**src/rtl/sub_pkg.sv**
```systemverilog
// Shared constants and state encoding for the nibble-serial subtract sequencer.
package sub_pkg;

  // Width of the shared subtractor slice; operands are processed this many bits per clock.
  localparam int SLICE_W = 4;

  // Sequencer states: waiting for a request, walking the slices, presenting the result.
  typedef enum logic [1:0] {
    IDLE = 2'd0,
    RUN  = 2'd1,
    DONE = 2'd2
  } state_t;

endpackage

```
**src/rtl/sub_slice4.sv**
```systemverilog
// Combinational 4-bit ripple subtractor: d = a - b - bi, with borrow-out and signed overflow.
module sub_slice4
  import sub_pkg::*;
(
  input  logic [SLICE_W-1:0] a,
  input  logic [SLICE_W-1:0] b,
  input  logic               bi,
  output logic [SLICE_W-1:0] d,
  output logic               bo,
  output logic               ovf
);

  // Ripple the borrow from bit 0 upward; overflow compares borrow into and out of the top bit.
  always_comb begin
    logic brw;
    logic brw_top;
    d       = '0;
    bo      = 1'b0;
    ovf     = 1'b0;
    brw     = bi;
    brw_top = 1'b0;
    for (int i = 0; i < SLICE_W; i++) begin
      if (i == SLICE_W - 1) begin
        brw_top = brw;
      end
      d[i] = a[i] ^ b[i] ^ brw;
      brw  = (~a[i] & b[i]) | (~a[i] & brw) | (b[i] & brw);
    end
    bo  = brw;
    ovf = brw_top ^ brw;
  end

endmodule

```
**src/rtl/sub_seq_ctrl.sv**
```systemverilog
// Multi-cycle WIDTH-bit subtractor: one shared 4-bit slice, one nibble per clock, LSB first.
module sub_seq_ctrl
  import sub_pkg::*;
#(
  parameter int WIDTH = 16
) (
  input  logic             clk,
  input  logic             reset_n,
  input  logic             start,
  input  logic [WIDTH-1:0] x,
  input  logic [WIDTH-1:0] y,
  input  logic             bin,
  output logic             busy,
  output logic             done,
  output logic [WIDTH-1:0] diff,
  output logic             bout,
  output logic             overflow
);

  localparam int NSLICE = WIDTH / SLICE_W;
  localparam int IDX_W  = (NSLICE > 1) ? $clog2(NSLICE) : 1;
  localparam logic [IDX_W-1:0] LAST_IDX = IDX_W'(NSLICE - 1);

  state_t             state;
  state_t             state_nxt;
  logic [WIDTH-1:0]   xr;
  logic [WIDTH-1:0]   yr;
  logic [IDX_W-1:0]   idx;
  logic               brw;
  logic [SLICE_W-1:0] sa;
  logic [SLICE_W-1:0] sb;
  logic [SLICE_W-1:0] sd;
  logic               sbo;
  logic               sovf;
  logic               last;

  assign last = (idx == LAST_IDX);

  // Nibble mux feeding the single shared slice from the latched operands.
  always_comb begin
    sa = xr[int'(idx) * SLICE_W +: SLICE_W];
    sb = yr[int'(idx) * SLICE_W +: SLICE_W];
  end

  sub_slice4 u_slice (
    .a   (sa),
    .b   (sb),
    .bi  (brw),
    .d   (sd),
    .bo  (sbo),
    .ovf (sovf)
  );

  // State register.
  always_ff @(posedge clk or negedge reset_n) begin
    if (!reset_n) begin
      state <= IDLE;
    end else begin
      state <= state_nxt;
    end
  end

  // Next-state logic: start is only honoured in IDLE, DONE always lasts a single cycle.
  always_comb begin
    state_nxt = state;
    case (state)
      IDLE:    if (start) state_nxt = RUN;
      RUN:     if (last)  state_nxt = DONE;
      DONE:    state_nxt = IDLE;
      default: state_nxt = IDLE;
    endcase
  end

  // Handshake outputs are decoded straight from the state register.
  always_comb begin
    busy = (state == RUN);
    done = (state == DONE);
  end

  // Datapath: latch operands on accept, then write one result nibble and carry the borrow per clock.
  always_ff @(posedge clk or negedge reset_n) begin
    if (!reset_n) begin
      xr       <= '0;
      yr       <= '0;
      idx      <= '0;
      brw      <= 1'b0;
      diff     <= '0;
      bout     <= 1'b0;
      overflow <= 1'b0;
    end else begin
      case (state)
        IDLE: begin
          if (start) begin
            xr       <= x;
            yr       <= y;
            idx      <= '0;
            brw      <= bin;
            diff     <= '0;
            bout     <= 1'b0;
            overflow <= 1'b0;
          end
        end
        RUN: begin
          diff[int'(idx) * SLICE_W +: SLICE_W] <= sd;
          brw <= sbo;
          if (last) begin
            bout     <= sbo;
            overflow <= sovf;
          end else begin
            idx <= idx + 1'b1;
          end
        end
        default: begin
        end
      endcase
    end
  end

endmodule

```
**config.mk**
```make
export PLATFORM = sky130hd
export DESIGN_NAME = sub_seq_ctrl
export DESIGN_NICKNAME = d
export VERILOG_FILES = /design/src/rtl/sub_pkg.sv /design/src/rtl/sub_slice4.sv /design/src/rtl/sub_seq_ctrl.sv
export SDC_FILE = /design/constraint.sdc
export NUM_CORES = 1
export LEC_CHECK = 0
export CAP_MARGIN = 30
export CORE_MARGIN = 1
export CORE_UTILIZATION = 45
export DETAILED_ROUTE_END_ITERATION = 8
export PLACE_DENSITY_LB_ADDON = 0.08
export SYNTH_ARGS = -nofsm -noshare
export SYNTH_HDL_FRONTEND = slang
export SYNTH_SLANG_ARGS = --single-unit
```
**constraint.sdc**
```tcl
create_clock -name clk -period 3.2 [get_ports clk]
set_clock_uncertainty 0.05 [all_clocks]
set_input_delay 0.64 -clock clk [delete_from_list [all_inputs] [get_ports clk]]
set_output_delay 0.64 -clock clk [all_outputs]
set_load 0.1 [all_outputs]
```
==> flow_summary.ini <==
[synthesis]
synthTopCellsByArea = dfrtp_1 54%, mux2_2 15%, mux4_2 7.1%, a22o_1 5.9%, fa_1 3.2%
ys_warn_count = 0
syn_nets = 212
syn-instance-count = 168
synth-main-ff-cell = dfrtp_1
synth.distinct_cells = 31
syn-cell-area_um2 = 2540
synth_edf_count = 0
synth-seq-cells = 55
syn_avg_cell_area_um2 = 15.1
yosysTopAreaCell = dfrtp_1
ys_seq_area_share_pct = 54.3
synthArstFlopShare_pct = 100
synth_top_area_share_pct = 54.3

[timing]
worst_pin_slew_ns = 0.582
drv_slew = 0
finalHoldViolCount = 0
fin_crit_sh_pct = 94.9
period_minus_slack_ns = 3.04
rsz0062_at_grt = false
setup_viol_count_final = 0
max_freq_mhz = 329
slew_headroom_pct = 61.2
tns_ns = 0

[worst_hold_path]
worstHoldPathType = primary input to asynchronous set/reset pin

[drt]
final_antenna_net_count = 0
wl_per_cell_um = 17.1
drtIter0Drc = 96
routed_wl_mm = 5.16
vias_per_cell = 5.25
route.detailed.drc = 0
num_vias = 1581
drt_pre_antenna_iters = 4

[clocking]
cts_setup_buffers = 0
cts_made_buffers = 5
clockBufferDepth = 2
cts_resized = 0
cts-htree-levels = 2
root_buffer = clkbuf_8
clk_latency_ns = 0.31
cts_hold_buf = 0
tritoncts = done
clk_pin_slew_ns = 0.10
cts.sinks = 55

[die]
pin_count = 56
coreArea_um2 = 5270
die_area_um2 = 5940
placementRows = 26
die_h_um = 77.1
start_util_pct = 48.1
die_x_um = 77.1

[setup_path]
cp.required_ns = 3.34
critPathCaptureType = flip-flop
critPathLaunchType = flip-flop
worstSetupPathType = flip-flop to flip-flop
r2r_cells = 10
r2r-start = idx[0]
slowest_delay_ns = 0.51
crit_fanout = 3
worst_path_most_repeated_cell = fa_1
startpoint = idx[0]
worstPathCellList = mux4_2, inv_1, fa_1, inv_1, fa_1, fa_1, fa_2, xnor2_1, nor2_1, mux2_2
crit_slowest_cell = mux4_2
critPathArrivalTime_ns = 3.18

[finish]
fin_area_um2 = 3200
antennaDiodeCount = 0
final_common_cell = dfrtp_1
nNetsFinal = 274
nFillCells = 441
seqCellArea_um2 = 1380
syn_to_final_growth_pct = 26.1
multi_input_area_um2 = 1070
drive_gt1_share_pct = 35.5
mostFrequentLayoutCells = 55 x dfrtp_1, 34 x mux2_2, 34 x clkdlybuf4s50_1, 27 x buf_4, 17 x a22o_1

[grt]
overflow = 0
grt_pass1_wl_mm = 8.63
grt_max_degree = 34
grt_usage_pct = 19.3
grt_antenna_before_repair = 0
grt_pass1_vias = 1674

[place]
place_area_um2 = 3110
dpl.hpwl_mm = 3.90
numPortBuffers = 55
gp_congestion = 0.769

[flow_run]
drv_cap = 0

[status]
status = finished clean
==> cells in the mapped netlist (all sizes together) (2+ instances only) <==
master  count
mux2       35
mux4        8
buf         6
nor2        3
a21o        4
fa          4
nand2b      2
a22o       17
dfrtp      55
nand2       5
nor3b       2
ha          4
inv        10
==> final timing paths <==
| path | slack [ns] | endpoint |
|---|---|---|
| setup / recovery | 0.16 | overflow |
| hold reg to reg | 0.46 | diff[15] |
| hold / removal | 0.27 | diff[10] |
| min in group clk | 0.46 | diff[15] |
| max in group asynchronous | 2.01 | xr[3] |
| setup reg to reg | 0.16 | overflow |
==> per-stage QoR <==
| step | hold slack [ns] | setup slack [ns] | instances | util [%] |
|---|---|---|---|---|
| 6_report | 0.266 | 0.164 | 301 | 60.7 |
| 5_1_grt | 0.315 | 0.0588 | 301 | 60.7 |
| 4_1_cts | 0.287 | 0.0896 | 301 | 60.6 |
| 3_5_place_dp | 0.442 | 0.108 | 293 | 59.1 |
| 3_3_place_gp | 0.437 | 0.182 | 293 | 59.1 |
| 2_1_floorplan | 0.294 | 0.107 | 168 | - |
==> cell type report <==
class	instances	area share [%]
clock inverters	1	0.156
multi-input cells	96	33.4
repair buffers	62	17.1
flip-flops and latches	55	43.0
well taps	70	2.74
clock buffers	7	2.39
inverters	10	1.17
==> state kept, by name (all words and copies together), names as in the netlist <==
register  cells
state         2
diff         16
bout          1
xr           16
brw           1
overflow      1
yr           16
idx           2
==> kinds of logic (layout without fill, tap and decap cells) <==
family / after synthesis / count (layout) / synth area share, %
XOR/XNOR: 1 / 1 / 0.345
AND/OR/NAND/NOR: 21 / 21 / 6.27
buffers and inverters: 17 / 80 / 3.75
flip-flops: 55 / 55 / 54.3
multiplexers: 43 / 43 / 22.6
adder cells (fa/ha/maj): 8 / 8 / 5.13
AO/OA/AOI/OAI: 23 / 23 / 7.60
==> per-layer routing <==
| metal | wire (µm) | global-route usage, % | vias to the layer above |
|---|---|---|---|
| met3 | 208 | 4.40 | 7 |
| met5 | 0 | 0 | - |
| met4 | 63 | 5.66 | 0 |
| met2 | 2570 | 31.5 | 42 |
| li1 | - | - | 727 |
| met1 | 2320 | 25.8 | 805 |
==> worst max-delay path: cells and delay by family, from the launching register on <==
family	cells	cell delay, ns
fa+ha+maj	4	1.37
simple gates	1	0.05
xor+xnor	1	0.16
buf+inv	2	0.14
mux	2	0.76
flops	1	0.40
Power is left out: the tool's default activity adds up to more than one toggle a clock period on the data nets, which glitch-free logic cannot reach.
